[src/rtl/pc_sequencer_if.sv]
// Fetch-side bus of the PC sequencer: control inputs from the core and the PC/squash outputs.
// The sequencer connects through the master modport, its environment through the slave modport.
interface pc_sequencer_if #(
  parameter int unsigned CNT_WIDTH = 16
) ();
  logic                 stall;
  logic                 halt;
  logic                 PCsrc;
  logic [31:0]          targetPC;
  logic [31:0]          PC;
  logic                 nop;
  logic                 halted;
  logic [CNT_WIDTH-1:0] takenCount;

  modport master (
    input  stall, halt, PCsrc, targetPC,
    output PC, nop, halted, takenCount
  );

  modport slave (
    output stall, halt, PCsrc, targetPC,
    input  PC, nop, halted, takenCount
  );
endinterface

[src/rtl/pc_sequencer.sv]
// Program-counter sequencer: sequential fetch, taken redirects with a registered nop bubble window,
// stall/halt handling and a saturating redirect counter.
module pc_sequencer #(
  parameter logic [31:0] RESET_PC     = 32'h0000_0000,
  parameter int unsigned FLUSH_CYCLES = 2,
  parameter int unsigned CNT_WIDTH    = 16
) (
  input logic             clock,
  input logic             reset,
  pc_sequencer_if.master  bus
);

  typedef enum logic [1:0] {StRun, StFlush, StHalt} state_t;

  localparam logic [2:0]           FlushInit = 3'(FLUSH_CYCLES);
  localparam logic [CNT_WIDTH-1:0] CntOne    = CNT_WIDTH'(1);

  state_t               state_q, state_d;
  logic [31:0]          pc_q, pc_d;
  logic [2:0]           fcnt_q, fcnt_d;
  logic [CNT_WIDTH-1:0] cnt_q, cnt_d;
  logic [31:0]          pc_inc;

  // Target low bits are architecturally discarded.
  logic unused_tgt_lsbs;
  assign unused_tgt_lsbs = ^bus.targetPC[1:0];

  assign pc_inc = pc_q + 32'd4;

  always_comb begin
    state_d = state_q;
    pc_d    = pc_q;
    fcnt_d  = fcnt_q;
    cnt_d   = cnt_q;
    unique case (state_q)
      StRun: begin
        if (bus.halt) begin
          state_d = StHalt;
        end else if (!bus.stall) begin
          if (bus.PCsrc) begin
            pc_d = {bus.targetPC[31:2], 2'b00};
            if (cnt_q != '1) begin
              cnt_d = cnt_q + CntOne;
            end
            if (FLUSH_CYCLES != 0) begin
              state_d = StFlush;
              fcnt_d  = FlushInit;
            end
          end else begin
            pc_d = pc_inc;
          end
        end
      end
      StFlush: begin
        // Wrong-path redirects are not possible here: the branch unit is squashed too.
        if (bus.halt) begin
          state_d = StHalt;
        end else if (!bus.stall) begin
          pc_d   = pc_inc;
          fcnt_d = fcnt_q - 3'd1;
          if (fcnt_q == 3'd1) begin
            state_d = StRun;
          end
        end
      end
      StHalt: begin
      end
      default: begin
        state_d = StRun;
      end
    endcase
  end

  always_ff @(posedge clock) begin
    if (!reset) begin
      state_q <= StRun;
      pc_q    <= RESET_PC;
      fcnt_q  <= 3'd0;
      cnt_q   <= '0;
    end else begin
      state_q <= state_d;
      pc_q    <= pc_d;
      fcnt_q  <= fcnt_d;
      cnt_q   <= cnt_d;
    end
  end

  assign bus.PC         = pc_q;
  assign bus.nop        = (state_q != StRun);
  assign bus.halted     = (state_q == StHalt);
  assign bus.takenCount = cnt_q;

endmodule

[src/flat_wrapper.sv]
// flat-port wrapper written by rule: the top's interface ports become plain ports
module pc_sequencer_flat 
#(
  parameter logic [31:0] RESET_PC     = 32'h0000_0000,
  parameter int unsigned FLUSH_CYCLES = 2,
  parameter int unsigned CNT_WIDTH    = 16
)
  (clock, reset, bus_stall, bus_halt, bus_PCsrc, bus_targetPC, bus_PC, bus_nop, bus_halted, bus_takenCount);
  pc_sequencer_if #(.CNT_WIDTH(CNT_WIDTH)) bus_i ();
  input logic clock;
  input logic reset;
  input wire logic [$bits(bus_i.stall)-1:0] bus_stall;
  input wire logic [$bits(bus_i.halt)-1:0] bus_halt;
  input wire logic [$bits(bus_i.PCsrc)-1:0] bus_PCsrc;
  input wire logic [$bits(bus_i.targetPC)-1:0] bus_targetPC;
  output wire logic [$bits(bus_i.PC)-1:0] bus_PC;
  output wire logic [$bits(bus_i.nop)-1:0] bus_nop;
  output wire logic [$bits(bus_i.halted)-1:0] bus_halted;
  output wire logic [$bits(bus_i.takenCount)-1:0] bus_takenCount;
  assign bus_i.stall = bus_stall;
  assign bus_i.halt = bus_halt;
  assign bus_i.PCsrc = bus_PCsrc;
  assign bus_i.targetPC = bus_targetPC;
  assign bus_PC = bus_i.PC;
  assign bus_nop = bus_i.nop;
  assign bus_halted = bus_i.halted;
  assign bus_takenCount = bus_i.takenCount;
  pc_sequencer #(.RESET_PC(RESET_PC), .FLUSH_CYCLES(FLUSH_CYCLES), .CNT_WIDTH(CNT_WIDTH)) u_core (.clock(clock), .reset(reset), .bus(bus_i));
endmodule
[config.mk]
export PLATFORM = sky130hd
export DESIGN_NAME = pc_sequencer_flat
export DESIGN_NICKNAME = d
export VERILOG_FILES = /design/src/rtl/pc_sequencer_if.sv /design/src/rtl/pc_sequencer.sv /design/src/flat_wrapper.sv
export SDC_FILE = /design/constraint.sdc
export NUM_CORES = 1
export LEC_CHECK = 0
export BUFFER_PORTS_ARGS = -buffer_cell sky130_fd_sc_hd__buf_4
export CORE_MARGIN = 4
export CORE_UTILIZATION = 50
export DETAILED_ROUTE_END_ITERATION = 8
export PLACE_DENSITY = 0.85
export RECOVER_POWER = 50
export SETUP_SLACK_MARGIN = 0.4
export SYNTH_ARGS = -nofsm -noshare
export SYNTH_HDL_FRONTEND = slang
export SYNTH_SLANG_ARGS = --single-unit
[constraint.sdc]
create_clock -name clock -period 4.9 [get_ports clock]
set_input_delay 0 -clock clock [delete_from_list [all_inputs] [get_ports clock]]
set_output_delay 0 -clock clock [all_outputs]
set_load 0.005 [all_outputs]
# Word-level counts from Yosys, hierarchy flattened
# Index checks and enable logic that the tools add are counted.
[classes]
add_sub_neg = 3
eq_ne = 13
n_mux = 19
n_bitwise = 3
n_reduce_logical = 7
[ops]
columns = ["cell", "n"]
rows = [
  ["$mux 32", 5],
  ["$pmux 32 s2", 1],
  ["$add 32x3->32 const B", 1],
  ["$add 16x1->16 const B", 1],
  ["$ne 16x16->1 const B", 1],
  ["$mux 3", 5],
  ["$reduce_and 5->1", 3],
  ["$mux 2", 6],
  ["$ne 2x2->1 const B", 5],
  ["$ne 3x3->1 const B", 3],
  ["$pmux 2 s3", 1],
  ["$pmux 3 s2", 1],
  ["$reduce_and 6->1", 1],
  ["$reduce_bool 2->1", 2],
  ["$eq 3x1->1 const B", 1],
  ["$ne 3x2->1 const B", 1],
  ["$not 1->1", 3],
  ["$sub 3x1->3 const B", 1],
  ["$eq 2x1->1 const B", 1],
  ["$eq 2x2->1 const B", 1],
  ["$logic_not 2->1", 1],
]
[word_totals]
regBits = 53
input_bits = 37
output_inout_bits = 50
wordCells = 49

# Depth between registers and ports, before layout
# Gate-level depths: netlist (run 1).
[logic_depth]
word_depth = 5
depth_mapped = 8
ltp_nobuf = 6

# Least setup slack after synthesis (run 1)
# OpenSTA, ideal clock, no wires.
[synth_timing]
kind = "register to register"
start = "register u_core.pc_q[6], in the netlist u_core.bus.PC[6]"
end = "register u_core.pc_q[25], in the netlist u_core.bus.PC[25]"
setup_ns = 0.119
arrival_time_ns = 1.793
required_time_ns = 4.781
setup_slack_ns = 2.988
path_stages_with_launch = 7
n_path_buf = 1
synth_period_minus_slack_ns = 1.912
cell_sequence = "dfxtp_1 > clkbuf_2 > nand3_1 > nor4_1 > and3_1 > a31oi_1 > o221a_2"
[synth_between]
elab_chain_cells = 5
word_cells_on_any_way = 7
classes_between = "1 x add/sub; 6 x mux"
[synth_rtl]
columns = ["element", "line_no", "source"]
rows = [
  ["start: declaration", "pc_sequencer.sv:19", "logic [31:0] pc_q, pc_d;"],
  ["start signal: assignment", "pc_sequencer.sv:82", "pc_q <= pc_d;"],
  ["$add 32x3->32 (*)", "pc_sequencer.sv:28", "assign pc_inc = pc_q + 32'd4;"],
  ["$mux 32", "pc_sequencer.sv:40", "if (bus.PCsrc) begin"],
  ["$mux 32", "pc_sequencer.sv:39", "end else if (!bus.stall) begin"],
  ["$mux 32", "pc_sequencer.sv:37", "if (bus.halt) begin"],
  ["$pmux 32 s2 (*)", "pc_sequencer.sv:35", "unique case (state_q)"],
]
# Mark *: on every way between the ends. The rest lies on a longest branch, timed or not. The select of a mux whose other input is x is not followed.
# A chain may end at the register's enable or synchronous reset.

# Final worst setup path (run 1)
[layout_timing]
start = "register u_core.state_q[1]"
end = "register u_core.pc_q[28], in the netlist u_core.bus.PC[28]"
[layout_between]
elab_chain_cells = 3
word_cells_on_any_way = 9
classes_between = "5 x eq/ne; 1 x mux; 3 x reduce/logical"
[layout_rtl]
columns = ["element", "line_no", "source"]
rows = [
  ["start: declaration", "pc_sequencer.sv:18", "state_t state_q, state_d;"],
  ["start signal: assignment", "pc_sequencer.sv:76", "state_q <= StRun;"],
  ["start signal: assignment", "pc_sequencer.sv:81", "state_q <= state_d;"],
  ["$eq 2x1->1 / $logic_not 2->1 (equally long branches)", "pc_sequencer.sv:35", ""],
  ["$ne 2x2->1 (no line) / $reduce_bool 2->1 (equally long branches)", "n/a", ""],
  ["$reduce_and 5->1 (no line)", "n/a", ""],
]
# Several ways; a longest one is shown, not always the timed one.

==> results of run 1 <==
==> cells by family after synthesis <==
family | count (synthesis)
multiplexers | 4
flip-flops | 51
adder cells (fa/ha/maj) | 4
other | 1
AND/OR/NAND/NOR | 177
XOR/XNOR | 11
buffers and inverters | 33
AO/OA/AOI/OAI | 100
==> worst paths after layout <==
kind,to,cells after the start
max reg2reg,u_core.bus.PC[28],5
min,u_core.bus.PC[26],3
max,u_core.bus.PC[28],5
min reg2reg,u_core.bus.takenCount[15],2
==> cells in the final DEF, fill, tap and decap left out, types with 9 or more instances in the layout <==
cell type	netlist	routed
inv_1	9	9
and3_1	13	13
o21ai_0	16	16
a21oi_1	25	25
xnor2_1	10	10
buf_4	2	35
dfxtp_1	51	51
clkbuf_4	0	43
nand4_1	14	14
nand2_1	38	38
nor2_1	37	37
nand3_1	26	26
==> cell type report <==
type / count / area (um^2)
tap: 72 / 90.1
clock buffer: 8 / 100
inverter: 9 / 33.8
multi-input combinational: 298 / 1810
timing repair buffer: 90 / 674
fill: 502 / 1910
sequential: 51 / 1020
==> flip-flops by register name (all words and copies together), names as in the netlist <==
name                   count
u_core.bus.PC             30
u_core.bus.takenCount     16
u_core.fcnt_q              3
u_core.state_q             2
==> critical path: cells and delay by family, from the launching register on <==
family / cells / cell delay (ps)
AO/OA/AOI/OAI: 1 / 170
flip-flops: 1 / 380
AND/OR/NAND/NOR: 4 / 2090
==> metal layers <==
layer | vias to the layer above | wire, um | part of all wire | track usage
li1 | 1561 | - | - | -
met1 | 1513 | 3650 | 0.42 | 0.299
met2 | 147 | 4110 | 0.47 | 0.398
met3 | 18 | 750 | 0.086 | 0.0553
met4 | 0 | 179 | 0.021 | 0.0820
met5 | - | 0 | 0 | 0
==> timing repair <==
action                    CTS  global route
setup buffers               0             0
hold buffers                7             0
hold endpoints to repair    7             0
==> stage by stage <==
stage / power, mW / std cells / util
global placement: 0.571 / 513 / 0.635
CTS: 0.845 / 528 / 0.665
detailed placement: 0.575 / 513 / 0.635
global route: 0.880 / 528 / 0.662
finish: 0.843 / 528 / 0.662
floorplan: 0.519 / 382 / -
==> report_power, final <==
| group | internal (mW) | total [mW] | switching, mW |
|---|---|---|---|
| logic | 0.0609 | 0.122 | 0.0615 |
| registers | 0.428 | 0.447 | 0.0190 |
| clock network | 0.129 | 0.274 | 0.144 |
==> run metrics, run 1 <==
worst min path class in2reg; Yosys top cell by area dfxtp_1; minimum clock period 2730 ps; Post-DP Area 3580 um^2; Max Root-Sink Buffers 2; TritonCTS buffer count 5; Startpoint Class flip-flop; wire length per cell 16.5 um; initial core utilization 0.529; DRT Wirelength 8.69 mm; Post-synth EDFFs 0; die area 7270 um^2; top_reg_cell synth dfxtp_1; cell breakdown of the critical path nand2b_1, nand2_1, nand2_1, or4_1, a31oi_1; synth unique cells 61; mux cell area share after synthesis 0.0134; Critical Path Most Common Cell nand2_1; CP max stage delay 810 ps; Rows 27; Max Slew Vio Count 0; Finish-stage setup viols 0; RePlAce Congestion 0.900; CTS tree built; clk_lat worst skew 310 ps; Max IR drop VDD 0.000149 V; nets 496; Final Cycle Share 0.557; top cell type's share of synthesized area 0.342; share of layout cells above drive strength 1 0.208; ant diodes 0; Die H 85.2 um; DIE WIDTH 85.2 um; placed wire-length estimate 6.12 mm; global-route wire length before repair 14.4 mm; #FFs+latches synth 51; IO Count 87; final clock skew 14.0 ps; vias in the first global route 3,019; status finished, final reports clean; final antenna-violating net count 0; IO Port Bufs 82; post-DR vias/cell 6.13; post-synthesis simple-gate area fraction 0.315; Worst setup startpoint u_core.state_q[1]; Worst Setup Slack, final 2170 ps; flop-to-flop setup slack 2170 ps; RSZ-0062 raised after global routing false; Remaining DRCs 0; P_leak 1.44 nW; total gr overflow 0; top post-synthesis cells by area dfxtp_1, nand2_1, nor2_1, nand3_1, a21oi_1; largest family of logic cells by synthesized area simple AND/OR/NAND/NOR gates; Post-CTS Resized 0; CORE AREA 5640 um^2; Hold Crit Start bus_targetPC[26]; clock-pin slew on the worst setup and hold paths 90 ps; Setup WS pre-CTS 2250 ps; Reg-to-Reg Start u_core.state_q[1]; worst-margin pin slew 1180 ps; synthesized area per cell 7.83 um^2; Worst Setup Path Type reg2reg; Hold Vio Cnt, Final 0; clock root buffer clkbuf_8; maxcap violations 0; register area share after synthesis 0.342; DR iter-0 viols 264; clock sinks 51; Synth top cells by count dfxtp_1, nand2_1, nor2_1, nand3_1, a21oi_1; Worst Path Arrival 2950 ps; Max-Slew Margin vs Limit 0.215; synthesized instance count 381; mapped cell area 2980 um^2; Critical-path top delay cell nand2_1; most numerous cell in the Yosys netlist dfxtp_1; xor and xnor area share after synthesis 0.0323; drt first pass iters 7; post-synthesis adder-cell area fraction 0.0168; Max Freq 366 MHz; H-tree levels 2; Ys Warns 0; critical path fanouts, max 30; setup_tns 0 ps; initial antenna violation count 0; complex-gate fraction of the synthesized area 0.227; global-route usage over all layers 0.238; fin area 3730 um^2; worst hold slack 6.44 ps; largest net degree at the start of global routing 35; Critical Path End Type flip-flop; total number of vias 3,239; Post-synth ARST share 0; required time worst endpoint 5120 ps; PD cells 226 nW/um^2; Area growth syn-to-layout 25.2%
(Power assumes the default switching activity.)
==> run 2: changes to the inputs <==
Settings changed: CORE_UTILIZATION 50 to 47, PLACE_DENSITY 0.85 to 0.84.
Clock period 4.9 ns to 2.31 ns, I/O delays scaled along.
==> run 2 against run 1 <==
  * Clock power rose to 2.8 times the previous value
  * Via count rose by 3.5%
  * First-iteration DRC count rose by 12%
  * Die area rose by 5.8%
  * Combinational power rose by 130%
==> run metrics, run 2 (synthesized netlist as in run 1, its figures left out) <==
combinational share of power 0.140 (-0.005); minimum clock period 1970 ps (-759 ps); WP buf/inv 1 (+1); Rows 28 (+3.7%); switching share of power 0.254 (-0.0128); global-route usage over all layers 0.230 (-0.00755); DR iter-0 viols 296 (+12%); RePlAce Congestion 0.912 (+1.4%); total number of vias 3,351 (+3.5%); critical path fanouts, max 8 (-73%); drt first pass iters 5 (-2); final antenna-violating net count 0 (unchanged); IO Port Bufs 82 (unchanged); status finished, final reports clean; TritonCTS buffer count 5 (unchanged); H-tree levels 2 (unchanged); Startpoint Class flip-flop; Max IR drop VDD 0.000288 V (+93%); maxcap violations 0 (unchanged); placed wire-length estimate 6.47 mm (+5.7%); Worst Setup Path Type reg2reg; fin util 0.659 (-0.00274); DRT Wirelength 9.02 mm (+3.8%); clock sinks 51 (unchanged); share of total power in sequential cells 0.478 (-0.052); CTS tree built; Worst Path Arrival 2210 ps (-740 ps); critical path's top delay family simple AND/OR/NAND/NOR gates; Area growth syn-to-layout 33.1%; clk_lat worst skew 310 ps (about the same); max reg flops 30 (unchanged); initial core utilization 0.495 (-0.0337); final clock skew 8.44 ps (-5.57 ps); vias in the first global route 3,159 (+4.6%); P_leak 1.54 nW (+6.9%); clock root buffer clkbuf_8; Finish-stage setup viols 0 (unchanged); cell breakdown of the critical path nand4_4, nor4_4, buf_4, nand2_4, or4_1, a31oi_1; worst min path class in2reg; RSZ-0062 raised after global routing true; die area 7690 um^2 (+5.8%); Post-DP Area 3690 um^2 (+3.0%); nets 512 (+3.2%); Hold Vio Cnt, Final 0 (unchanged); PD cells 500 nW/um^2 (+120%); CP max stage delay 520 ps (-290 ps); Remaining DRCs 0 (unchanged); wire length per cell 16.5 um (+0.16%); Critical Path End Type flip-flop; clock-pin slew on the worst setup and hold paths 100 ps (about the same); ant diodes 0 (unchanged); Die H 87.7 um (+2.8%); fin area 3970 um^2 (+6.4%); most common cell after layout, fill and taps aside buf_4; Critical-path top delay cell dfxtp_1; post-DR vias/cell 6.13 (-0.14%); P_int 1.48 mW (+140%); Max Slew Vio Count 0 (unchanged); IO Count 87 (unchanged); Clk pwr share 0.382 (+0.057); total gr overflow 0 (unchanged); share of layout cells above drive strength 1 0.263 (+0.0544); Max Freq 507 MHz (+39%); setup_tns 0 ps (unchanged); required time worst endpoint 2550 ps (-2570 ps); CORE AREA 6030 um^2 (+6.8%); largest net degree at the start of global routing 33 (-5.7%); Switch Pwr 504 uW (+120%); Max Root-Sink Buffers 2 (unchanged); initial antenna violation count 0 (unchanged); commonest cells after routing, fill and taps aside buf_4, dfxtp_1, nand2_1; DIE WIDTH 87.7 um (+2.8%); Final Cycle Share 0.853 (+0.296); global-route wire length before repair 14.5 mm (+0.53%)
## run 2: cell count changes in the layout (fill, tap and decap cells not counted), sizes merged
| cell | delta |
|---|---|
| buf | +29 |
| clkbuf | -16 |
| bufinv | +2 |
| clkinvlp | +1 |
## run 2: worst paths after layout
check,start,to,slack (ps),cells after the start
setup / recovery,u_core.bus.PC[10],u_core.bus.PC[28],340,6
hold / removal,bus_targetPC[24],u_core.bus.PC[24],6,3
setup reg to reg,u_core.bus.PC[10],u_core.bus.PC[28],340,6
hold reg to reg,u_core.bus.takenCount[15],u_core.bus.takenCount[15],510,2
## run 2: what timing repair did
| action | in CTS | in global routing |
|---|---|---|
| setup endpoints to repair | 13 | 22 |
| hold buffers | 7 | 0 |
| setup buffers | 1 | 2 |
| resized for setup | 5 | 24 |
| pin swaps | 1 | 6 |
| hold endpoints to repair | 7 | 0 |
## run 2: through the flow
| stage | instances | worst slack, ps | power, mW | hold WS, ps |
|---|---|---|---|---|
| after floorplan | 382 | 410 | 1.10 | 143 |
| after global placement | 529 | 343 | 1.22 | 251 |
| after detailed placement | 529 | 293 | 1.23 | 276 |
| after CTS | 545 | 407 | 1.99 | 4.99 |
| after global routing | 547 | 241 | 2.06 | 6.67 |
| final | 547 | 339 | 1.98 | 5.85 |
## run 2: layer usage
| layer | vias to the layer above | GRT usage | share of wire |
|---|---|---|---|
| met1 | 1559 | 0.287 | 0.40 |
| met3 | 17 | 0.0546 | 0.098 |
| met5 | - | 0 | 0 |
| met4 | 0 | 0.0767 | 0.015 |
| li1 | 1599 | - | - |
| met2 | 176 | 0.390 | 0.48 |
## run 2: tightest hold or removal path: stages
cell	delay (ps)
buf_4	80
o221ai_1	90
a21oi_1	110
## run 2: power groups by stage
stage,registers [mW],clock network (mW),logic (mW)
final,0.948,0.757,0.279
after floorplan,0.959,0,0.143
after global placement,0.964,0,0.259
after detailed placement,0.966,0,0.266
after CTS,0.947,0.763,0.278
after global routing,0.953,0.802,0.302
## run 2: final cells by class
type                    count  area (um^2)
clock buffers               5         68.8
multi-input cells         298         1890
well taps                  75         93.8
flip-flops and latches     51         1020
fillers                   515         2050
inverters                   9         33.8
repair buffers            106          795
clock inverters             3         67.6
